**config.mk**
```make
export PLATFORM = sky130hd
export DESIGN_NAME = rect_frame_rx_flat
export DESIGN_NICKNAME = d
export VERILOG_FILES = /design/src/rtl/rect_frame_rx_if.sv /design/src/rtl/rect_frame_rx.sv /design/src/flat_wrapper.sv
export SDC_FILE = /design/constraint.sdc
export NUM_CORES = 1
export LEC_CHECK = 0
export BUFFER_PORTS_ARGS = -buffer_cell sky130_fd_sc_hd__buf_2
export CORE_AREA = 2 2 95 97
export DETAILED_ROUTE_END_ITERATION = 8
export DIE_AREA = 0 0 97 99
export PLACE_DENSITY = 0.78
export SLEW_MARGIN = 20
export SYNTH_ARGS = -nofsm -noshare
export SYNTH_HDL_FRONTEND = slang
export SYNTH_SLANG_ARGS = --single-unit
```
**constraint.sdc**
```tcl
create_clock -name clk -period 4.1 [get_ports clk]
set_input_delay 0.82 -clock clk [delete_from_list [all_inputs] [get_ports clk]]
set_output_delay 0.82 -clock clk [all_outputs]
set_load 0.02 [all_outputs]
```
**src/rtl/rect_frame_rx_if.sv**
```systemverilog
// Receiver-side bundle: serial line plus start gate in, frame results out.
// master = receiver, slave = the block feeding the line and consuming frames.
interface rect_frame_rx_if #(
  parameter int DATA_W = 20
);
  logic              rx_en;
  logic              rx_in;
  logic              frame_valid;
  logic [DATA_W-1:0] frame_data;
  logic              frame_err;
  logic [2:0]        err_code;

  modport master (
    input  rx_en, rx_in,
    output frame_valid, frame_data, frame_err, err_code
  );

  modport slave (
    output rx_en, rx_in,
    input  frame_valid, frame_data, frame_err, err_code
  );
endinterface

```
**src/rtl/rect_frame_rx.sv**
```systemverilog
// Serial frame receiver for rectifier up-link data: byte recovery from an async line,
// then HDR | CTRL | PAYLOAD | PAYLOAD copy | TRL assembly with per-frame error reporting.
module rect_frame_rx #(
  parameter int         CLKS_PER_BIT = 2223,
  parameter int         SAMPLE_PT    = 1111,
  parameter int         LINE_INV     = 1,
  parameter int         STOP_CHK     = 1,
  parameter logic [7:0] HDR_BYTE     = 8'h55,
  parameter logic [7:0] TRL_BYTE     = 8'hAA,
  parameter int         CTRL_W       = 4,
  parameter int         PAY_BYTES    = 2,
  parameter int         TIMEOUT      = 11111
) (
  input logic            clk,
  input logic            rst,
  rect_frame_rx_if.master bus
);
  localparam int   DATA_W    = CTRL_W + 8 * PAY_BYTES;
  localparam int   NPAY      = 2 * PAY_BYTES;
  localparam int   CNT_W     = $clog2(CLKS_PER_BIT);
  localparam int   GAP_W     = $clog2(TIMEOUT + 1);
  localparam int   IDX_W     = $clog2(NPAY);
  localparam logic START_LVL = (LINE_INV != 0);
  localparam logic IDLE_LVL  = !START_LVL;

  typedef enum logic [1:0] {B_IDLE, B_START, B_DATA, B_STOP} byte_state_t;
  typedef enum logic [1:0] {F_HDR, F_CTRL, F_PAY, F_TRL} frame_state_t;

  logic [1:0]       sync_reg;
  logic             line;
  byte_state_t      byte_state_reg;
  logic [CNT_W-1:0] bit_cnt_reg;
  logic [2:0]       bit_idx_reg;
  logic [7:0]       shift_reg;

  frame_state_t      frame_state_reg;
  logic [CTRL_W-1:0] ctrl_reg;
  logic [7:0]        pay_reg [NPAY];
  logic [IDX_W-1:0]  pay_idx_reg;
  logic [GAP_W-1:0]  gap_cnt_reg;
  logic              frame_valid_reg;
  logic              frame_err_reg;
  logic [2:0]        err_code_reg;
  logic [DATA_W-1:0] frame_data_reg;

  logic at_sample, at_end, byte_done, glitch_err, stop_err, timeout_hit;
  logic [PAY_BYTES-1:0]   copy_eq;
  logic [8*PAY_BYTES-1:0] pay_packed;

  always_ff @(posedge clk or posedge rst) begin
    if (rst) sync_reg <= {2{IDLE_LVL}};
    else     sync_reg <= {sync_reg[0], bus.rx_in};
  end
  assign line = sync_reg[1];

  assign at_sample  = (bit_cnt_reg == CNT_W'(SAMPLE_PT));
  assign at_end     = (bit_cnt_reg == CNT_W'(CLKS_PER_BIT - 1));
  assign glitch_err = (byte_state_reg == B_START) && at_sample && (line != START_LVL);
  assign stop_err   = (STOP_CHK != 0) && (byte_state_reg == B_STOP) && at_sample && (line != IDLE_LVL);
  // Without a stop slot the byte completes at the end of the eighth data bit.
  assign byte_done  = (STOP_CHK != 0)
                    ? ((byte_state_reg == B_STOP) && at_sample && (line == IDLE_LVL))
                    : ((byte_state_reg == B_DATA) && at_end && (bit_idx_reg == 3'd7));
  assign timeout_hit = (byte_state_reg == B_IDLE) && !byte_done
                     && (gap_cnt_reg == GAP_W'(TIMEOUT - 1)) && (frame_state_reg != F_HDR);

  always_ff @(posedge clk or posedge rst) begin
    if (rst) begin
      byte_state_reg <= B_IDLE;
      bit_cnt_reg    <= '0;
      bit_idx_reg    <= '0;
      shift_reg      <= '0;
    end else begin
      case (byte_state_reg)
        B_IDLE: begin
          bit_cnt_reg <= '0;
          if (bus.rx_en && (line == START_LVL)) byte_state_reg <= B_START;
        end
        B_START: begin
          bit_cnt_reg <= at_end ? '0 : bit_cnt_reg + 1'b1;
          if (glitch_err) begin
            byte_state_reg <= B_IDLE;
          end else if (at_end) begin
            byte_state_reg <= B_DATA;
            bit_idx_reg    <= '0;
          end
        end
        B_DATA: begin
          bit_cnt_reg <= at_end ? '0 : bit_cnt_reg + 1'b1;
          if (at_sample) shift_reg <= {line ^ START_LVL, shift_reg[7:1]};
          if (at_end) begin
            if (bit_idx_reg == 3'd7) begin
              if (STOP_CHK != 0) byte_state_reg <= B_STOP;
              else               byte_state_reg <= B_IDLE;
            end else begin
              bit_idx_reg <= bit_idx_reg + 1'b1;
            end
          end
        end
        B_STOP: begin
          bit_cnt_reg <= at_end ? '0 : bit_cnt_reg + 1'b1;
          // Leave at the stop sample so a back-to-back start edge is not missed.
          if (at_sample) byte_state_reg <= B_IDLE;
        end
        default: byte_state_reg <= B_IDLE;
      endcase
    end
  end

  for (genvar gi = 0; gi < PAY_BYTES; gi++) begin : g_pay
    assign copy_eq[gi] = (pay_reg[gi] == pay_reg[gi + PAY_BYTES]);
    assign pay_packed[8*(PAY_BYTES-gi)-1 -: 8] = pay_reg[gi];
  end

  always_ff @(posedge clk or posedge rst) begin
    if (rst) begin
      frame_state_reg <= F_HDR;
      ctrl_reg        <= '0;
      pay_idx_reg     <= '0;
      gap_cnt_reg     <= '0;
      frame_valid_reg <= 1'b0;
      frame_err_reg   <= 1'b0;
      err_code_reg    <= '0;
      frame_data_reg  <= '0;
      for (int i = 0; i < NPAY; i++) pay_reg[i] <= '0;
    end else begin
      frame_valid_reg <= 1'b0;
      frame_err_reg   <= 1'b0;

      if (byte_done || (byte_state_reg != B_IDLE)) gap_cnt_reg <= '0;
      else if (gap_cnt_reg != GAP_W'(TIMEOUT))     gap_cnt_reg <= gap_cnt_reg + 1'b1;

      if (glitch_err) begin
        frame_err_reg <= 1'b1;
        err_code_reg  <= 3'd1;
      end
      if (stop_err) begin
        frame_err_reg   <= 1'b1;
        err_code_reg    <= 3'd2;
        frame_state_reg <= F_HDR;
      end
      if (timeout_hit) begin
        frame_err_reg   <= 1'b1;
        err_code_reg    <= 3'd5;
        frame_state_reg <= F_HDR;
      end

      if (byte_done) begin
        case (frame_state_reg)
          F_HDR: if (shift_reg == HDR_BYTE) frame_state_reg <= F_CTRL;
          F_CTRL: begin
            ctrl_reg        <= shift_reg[CTRL_W-1:0];
            pay_idx_reg     <= '0;
            frame_state_reg <= F_PAY;
          end
          F_PAY: begin
            pay_reg[pay_idx_reg] <= shift_reg;
            if (pay_idx_reg == IDX_W'(NPAY - 1)) frame_state_reg <= F_TRL;
            else                                 pay_idx_reg     <= pay_idx_reg + 1'b1;
          end
          default: begin
            frame_state_reg <= F_HDR;
            // Copy disagreement takes precedence over a bad trailer.
            if (!(&copy_eq)) begin
              frame_err_reg <= 1'b1;
              err_code_reg  <= 3'd3;
            end else if (shift_reg != TRL_BYTE) begin
              frame_err_reg <= 1'b1;
              err_code_reg  <= 3'd4;
            end else begin
              frame_valid_reg <= 1'b1;
              frame_data_reg  <= {ctrl_reg, pay_packed};
            end
          end
        endcase
      end
    end
  end

  assign bus.frame_valid = frame_valid_reg;
  assign bus.frame_err   = frame_err_reg;
  assign bus.err_code    = err_code_reg;
  assign bus.frame_data  = frame_data_reg;
endmodule

```
**src/flat_wrapper.sv**
```systemverilog
// flat-port wrapper written by rule: the top's interface ports become plain ports
module rect_frame_rx_flat 
#(
  parameter int         CLKS_PER_BIT = 2223,
  parameter int         SAMPLE_PT    = 1111,
  parameter int         LINE_INV     = 1,
  parameter int         STOP_CHK     = 1,
  parameter logic [7:0] HDR_BYTE     = 8'h55,
  parameter logic [7:0] TRL_BYTE     = 8'hAA,
  parameter int         CTRL_W       = 4,
  parameter int         PAY_BYTES    = 2,
  parameter int         TIMEOUT      = 11111
)
  (clk, rst, bus_rx_en, bus_rx_in, bus_frame_valid, bus_frame_data, bus_frame_err, bus_err_code);
  rect_frame_rx_if #(.DATA_W((20))) bus_i ();
  input logic clk;
  input logic rst;
  input wire logic [$bits(bus_i.rx_en)-1:0] bus_rx_en;
  input wire logic [$bits(bus_i.rx_in)-1:0] bus_rx_in;
  output wire logic [$bits(bus_i.frame_valid)-1:0] bus_frame_valid;
  output wire logic [$bits(bus_i.frame_data)-1:0] bus_frame_data;
  output wire logic [$bits(bus_i.frame_err)-1:0] bus_frame_err;
  output wire logic [$bits(bus_i.err_code)-1:0] bus_err_code;
  assign bus_i.rx_en = bus_rx_en;
  assign bus_i.rx_in = bus_rx_in;
  assign bus_frame_valid = bus_i.frame_valid;
  assign bus_frame_data = bus_i.frame_data;
  assign bus_frame_err = bus_i.frame_err;
  assign bus_err_code = bus_i.err_code;
  rect_frame_rx #(.CLKS_PER_BIT(CLKS_PER_BIT), .SAMPLE_PT(SAMPLE_PT), .LINE_INV(LINE_INV), .STOP_CHK(STOP_CHK), .HDR_BYTE(HDR_BYTE), .TRL_BYTE(TRL_BYTE), .CTRL_W(CTRL_W), .PAY_BYTES(PAY_BYTES), .TIMEOUT(TIMEOUT)) u_core (.clk(clk), .rst(rst), .bus(bus_i));
endmodule
```
==> metrics, run 1 <==
depth of the CTS H-tree 3; number of synthesized flops with an enable pin 0; Placer Congestion 0.9493; max-cap violations 0; first-pass GRT wire length 14,970 um; vias in the first global route 3,135; crit-path max FO 20; Synth Flop Type dfrtp_1; I/O Buffers 28; internal power 1.338 mW; CP max-delay cell nand3_2; Critical Path RT 4360 ps; Non-Filler Instances 546; final wirelength 8697 um; cell area power density 311.5 nW/um2; clk_lat worst skew 370 ps; Slew Viols, Final 0; Final WS setup 1074 ps; antenna violations before repair 0; relative slew slack 47.69%; WP buf/inv 0; ys async rst share 100.0%; pre-CTS WS 1069 ps; initial drt markers 126; startpoint types register; Starting Density 59.29%; largest net degree at the start of global routing 53; Hold Vio Cnt, Final 0; antenna viol nets, final 0; Total Routing Usage GR 19.52%; largest delay contributor family on the critical path simple AND/OR/NAND/NOR gates; Final #Nets 451; YS warnings 0; fmax 0.3304 GHz; clock sinks 106; Post-Syn Area per Cell 12.61 um2; clock-pin slew on the worst setup and hold paths 90 ps; post-DP HPWL 6105 um; worst path cell trace ha_1 -> or4b_4 -> nor4_4 -> and3_1 -> nand3_2 -> mux2_4; CP Class register to register; drt first pass iters 4; Max rail drop VDD 0.0002237 V; status completed; # Post-CTS Setup Buffers 0; final setup vio count 0; CTS tree built; Yosys cell types 60; Cell Area, Synth 5070 um2; post-route setup TNS 0 ps; post_cts resized 0; Worst Setup End Kind register; Psw 0.3764 mW; Sw Ratio 21.95%; Period minus WS final 3026 ps; Ant. Diodes 0; post-synthesis sequential area ratio 52.32%; max reg flops 20; die area 9603 um2; worst slew pin tran 783.8 ps; Post-Synthesis Cells 402; Core Region 8551 um2; drc violations 0; commonest non-fill, non-tap cells in the layout dfrtp_1, xnor2_1, buf_2; leading cell type in the layout, fill and taps excluded dfrtp_1; Die Ht 99 um; fill count 642; Logic pwr share 1.4%; Clock Tree Buf Depth 2; GRT overflow 0; Yosys reg bits 106; largest cells by area after synthesis dfrtp_1, mux2_1, mux2_4, xnor2_1, mux2_2; die width 97 um; period utilisation layout 73.82%; Static Leak 2.813 nW; routed vias 3,093; Worst EP arrival 3280 ps; Synth top area share 52.32%; Worst Clk Skew 12.59 ps; slowest stage delay, CP 600 ps; sequential share of power 61.1%; area grow syn2layout 8.588%; Placed Cells 530; type of the tightest min-delay check register to register; leading area contributor after synthesis dfrtp_1; I/O pin cnt 29; # hold bufs at CTS 0; RSZ-0062 raised after global routing no; WL/cell 15.93 um; root buf cell clkbuf_8; Rows 34; clock power share 37.6%; ratio of cells with drive above 1 in the final layout 22.60%; CTS Buf Count 9; syn nets 420; Vias/cell 5.665
through the flow:
| stage | power (mW) | utilization (%) | area, um2 | hold slack [ps] |
|---|---|---|---|---|
| finish | 1.715 | 64.38 | 5505 | 367.6 |
| global route | 1.778 | 64.38 | 5505 | 383.3 |
| CTS | 1.737 | 64.38 | 5505 | 374.6 |
| detailed placement | 1.094 | 62.07 | 5308 | 354.7 |
| global placement | 1.093 | 62.07 | 5308 | 336.2 |
| floorplan | 1.084 | - | 5070 | 331.2 |
worst reg2reg max path, cell delays in order, from the launching register on:
cell and delay [ps]:
dfrtp_1 420, ha_1 310, or4b_4 510, nor4_4 280
and3_1 260, nand3_2 600, mux2_4 540
cell type report:
class / count / area [um2] / share of cell area (%)
clock buffer: 10 / 127.6 / 2.318
clock inverter: 6 / 70.07 / 1.273
inverter: 11 / 43.79 / 0.7955
multi-input combinational: 275 / 2321 / 42.16
sequential: 106 / 2653 / 48.18
tap: 108 / 135.1 / 2.455
timing repair buffer: 30 / 155.1 / 2.818
synthesized netlist by cell type (2+ instances only):
library cell / instances
dfrtp_1: 106
xnor2_1: 31
mux2_1: 27
nand2_1: 21
mux2_4: 20
nor2_1: 19
mux2_2: 18
ha_1: 14
nand4_1: 14
and2_1: 13
inv_1: 11
o21ai_0: 9
nand3_1: 7
xor2_1: 7
and3_1: 6
clkbuf_1: 6
a31oi_1: 5
nand2_2: 4
nand2b_1: 4
nand4b_1: 4
nor2b_1: 4
nor3_1: 3
nor4_1: 3
a21bo_2: 2
a21boi_0: 2
a21oi_1: 2
and4_1: 2
buf_2: 2
buf_6: 2
o211a_1: 2
o2bb2ai_1: 2
or2b_1: 2
cells by family after synthesis:
logic type,after synthesis,share of synthesized area [%]
simple gates,125,15.28
mux,66,16.12
compound gates,32,4.368
xor+xnor,38,6.565
flops,106,52.32
fa+ha+maj,14,3.455
buf+inv,21,1.900
layer usage:
metal	track usage, %	vias to the layer above	share of wire [%]
met3	3.475	18	2.8
met4	8.017	0	2.4
met5	0	-	0
met1	25.71	1528	47
met2	32.32	53	48
li1	-	1494	-
worst paths after layout:
check,startpoint,endpoint,slack [ps],cells past startpoint
min in group asynchronous,rst,u_core.bus.frame_data[14],530,2
max reg2reg,u_core.byte_state_reg[0],u_core.bus.frame_data[19],1070,6
max in group asynchronous,rst,u_core.bus.frame_data[5],2770,3
min reg2reg,u_core.sync_reg[0],u_core.sync_reg[1],370,0
max,u_core.byte_state_reg[0],u_core.bus.frame_data[19],1070,6
min,u_core.sync_reg[0],u_core.sync_reg[1],370,0
power by group through the flow:
stage | clock (mW) | combinational (mW) | sequential (mW)
2_1_floorplan | 0 | 0.0176 | 1.07
3_3_place_gp | 0 | 0.0251 | 1.07
3_5_place_dp | 0 | 0.0259 | 1.07
4_1_cts | 0.665 | 0.0258 | 1.05
5_1_grt | 0.702 | 0.0292 | 1.05
6_report | 0.644 | 0.0239 | 1.05
Note: power is estimated with default switching activity, not from simulation.
==> inputs of run 2 (changes only) <==
Settings changed: ABC_AREA set to 1, CORE_AREA 2 2 95 97 to 2 2 97 99, DIE_AREA 0 0 97 99 to 0 0 99 101, PLACE_DENSITY 0.78 to 0.79.
Clock period 4.1 ns to 3.1 ns, I/O delays scaled along.
==> metrics, run 2 <==
Tot Pwr 2.690 mW; die width 99 um; max reg flops 20; post-route setup TNS 0 ps; Slew Viols, Final 0; # hold bufs at CTS 0; slowest stage delay, CP 600 ps; ratio of cells with drive above 1 in the final layout 12.12%; Vias/cell 5.496; Worst EP arrival 2600 ps; Period minus WS final 2353 ps; Synth Flop Type dfrtp_1; worst r2r path cells 7; pre-CTS WS 785.4 ps; CTS Buf Count 9; Critical Path RT 3350 ps; most common cell in the netlist nand2_1; Cell Area, Synth 5364 um2; Met2 Wirelength 5713 um; Starting Density 59.75%; placed cell areas 5587 um2; drt first pass iters 5; WL/cell 14.00 um; largest cells by area after synthesis dfrtp_1, nand2_1, inv_1, nor2_1, nand4_1; CP max-delay cell nand3_1; leading area contributor after synthesis dfrtp_1; Post-Synthesis Cells 655; initial drt markers 266; worst path cell trace ha_1 -> nand3_1 -> nor2_1 -> buf_4 -> nand3_1 -> nand2_1 -> nand2_1; clock sinks 106; I/O pin cnt 29; final wirelength 11,140 um; routed vias 4,375; ys async rst share 100.0%; # Post-CTS Setup Buffers 0; CP Class register to register; Hold Crit Start bus_rx_in; Worst Clk Skew 18.84 ps; type of the tightest min-delay check input port to register; Non-Filler Instances 796; post_cts resized 0; Met3 Wirelength 367 um; commonest cells in the synthesized netlist nand2_1, dfrtp_1, inv_1; Hold Vio Cnt, Final 0; antenna viol nets, final 0; Total Routing Usage GR 24.03%; Yosys cell types 31; post-synthesis sequential area ratio 49.45%; Design Area, Final 5766 um2; clk_lat worst skew 370 ps; antenna violations before repair 0; clock-pin slew on the worst setup and hold paths 90 ps; post-DP HPWL 8180 um; max-cap violations 0; Rows 35; RSZ-0062 raised after global routing no; Worst Setup End Kind register; I/O Buffers 28; CTS tree built; reg-to-reg slack, setup 750 ps; first-pass GRT wire length 19,350 um; Hold Path End u_core.sync_reg[0]; relative slew slack 42.46%; Clock Tree Buf Depth 2; crit-path max FO 22; worst r2r src u_core.byte_state_reg[0]; largest net degree at the start of global routing 43; Final WS setup 747.3 ps; final setup vio count 0; worst slew pin tran 861.2 ps; Placed Cells 780; Core Region 8977 um2; GRT overflow 0; met1 WL 4822 um; commonest non-fill, non-tap cells in the layout nand2_1, dfrtp_1, inv_1; Max rail drop VDD 0.0002970 V; drc violations 0; hold path cells 1; Yosys reg bits 106; Ant. Diodes 0; period utilisation layout 75.89%; number of synthesized flops with an enable pin 0; status completed; cell area power density 466.5 nW/um2; area grow syn2layout 7.488%; depth of the CTS H-tree 3; Placer Congestion 0.9156; die area 9999 um2; leading cell type in the layout, fill and taps excluded nand2_1; Die Ht 101 um; YS warnings 0; vias in the first global route 4,269; Post-Syn Area per Cell 8.189 um2; Static Leak 2.937 nW; fmax 0.4250 GHz; root buf cell clkbuf_8; reg-to-reg endpoint u_core.bus.frame_data[5]; syn nets 673; Highest Signal Layer met4; Final #Nets 698; Synth top area share 49.45%; startpoint types register
run 2: layout make-up:
class	instances	area [um2]
multi-input cells	453	2312
flip-flops and latches	106	2653
repair buffers	33	190.2
inverters	77	292.8
well taps	111	138.9
clock buffers	10	137.6
clock inverters	6	41.29
fillers	779	3212
run 2: per-stage QoR:
stage                     hold WS, ps  util (%)
final                           364.1     64.22
after detailed placement        347.1     62.23
after global placement          336.5     62.23
after CTS                       355.7     64.22
after floorplan                 331.2         -
after global routing            351.8     64.22
run 2: power by group:
part / internal [mW] / total [mW] / switching, mW
combinational: 0.125 / 0.410 / 0.285
sequential: 1.43 / 1.49 / 0.0554
clock: 0.314 / 0.789 / 0.475
run 2: cells by family after synthesis:
kind of cell	count (synthesis)	share of synthesized area [%]
flops	106	49.45
buf+inv	96	7.441
xor+xnor	17	2.776
compound gates	77	8.421
simple gates	345	28.64
fa+ha+maj	14	3.266
run 2: routing by layer:
layer | up-vias | global-route usage [%]
li1 | 2158 | -
met1 | 2103 | 30.43
met2 | 86 | 41.48
met3 | 28 | 4.438
met4 | 0 | 8.535
met5 | - | 0
run 2: critical path: cells and delay by family, from the launching register on:
kind	cells	cell delay, ps
adder cells (fa/ha/maj)	1	390
buffers and inverters	1	270
flip-flops	1	450
AND/OR/NAND/NOR	5	1130
run 2: worst max path at each step:
stage	from	endpoint	slack, ps	depth (start not counted)
6_report	u_core.byte_state_reg[0]	u_core.bus.frame_data[5]	750	7
5_1_grt	u_core.byte_state_reg[0]	u_core.bus.frame_data[0]	520	7
4_1_cts	u_core.byte_state_reg[0]	u_core.bus.frame_data[5]	780	7
3_5_place_dp	u_core.byte_state_reg[0]	u_core.bus.frame_data[5]	790	7
3_3_place_gp	u_core.byte_state_reg[0]	u_core.bus.frame_data[3]	880	7
2_1_floorplan	rst	asynchronous set/reset pin	1210	1
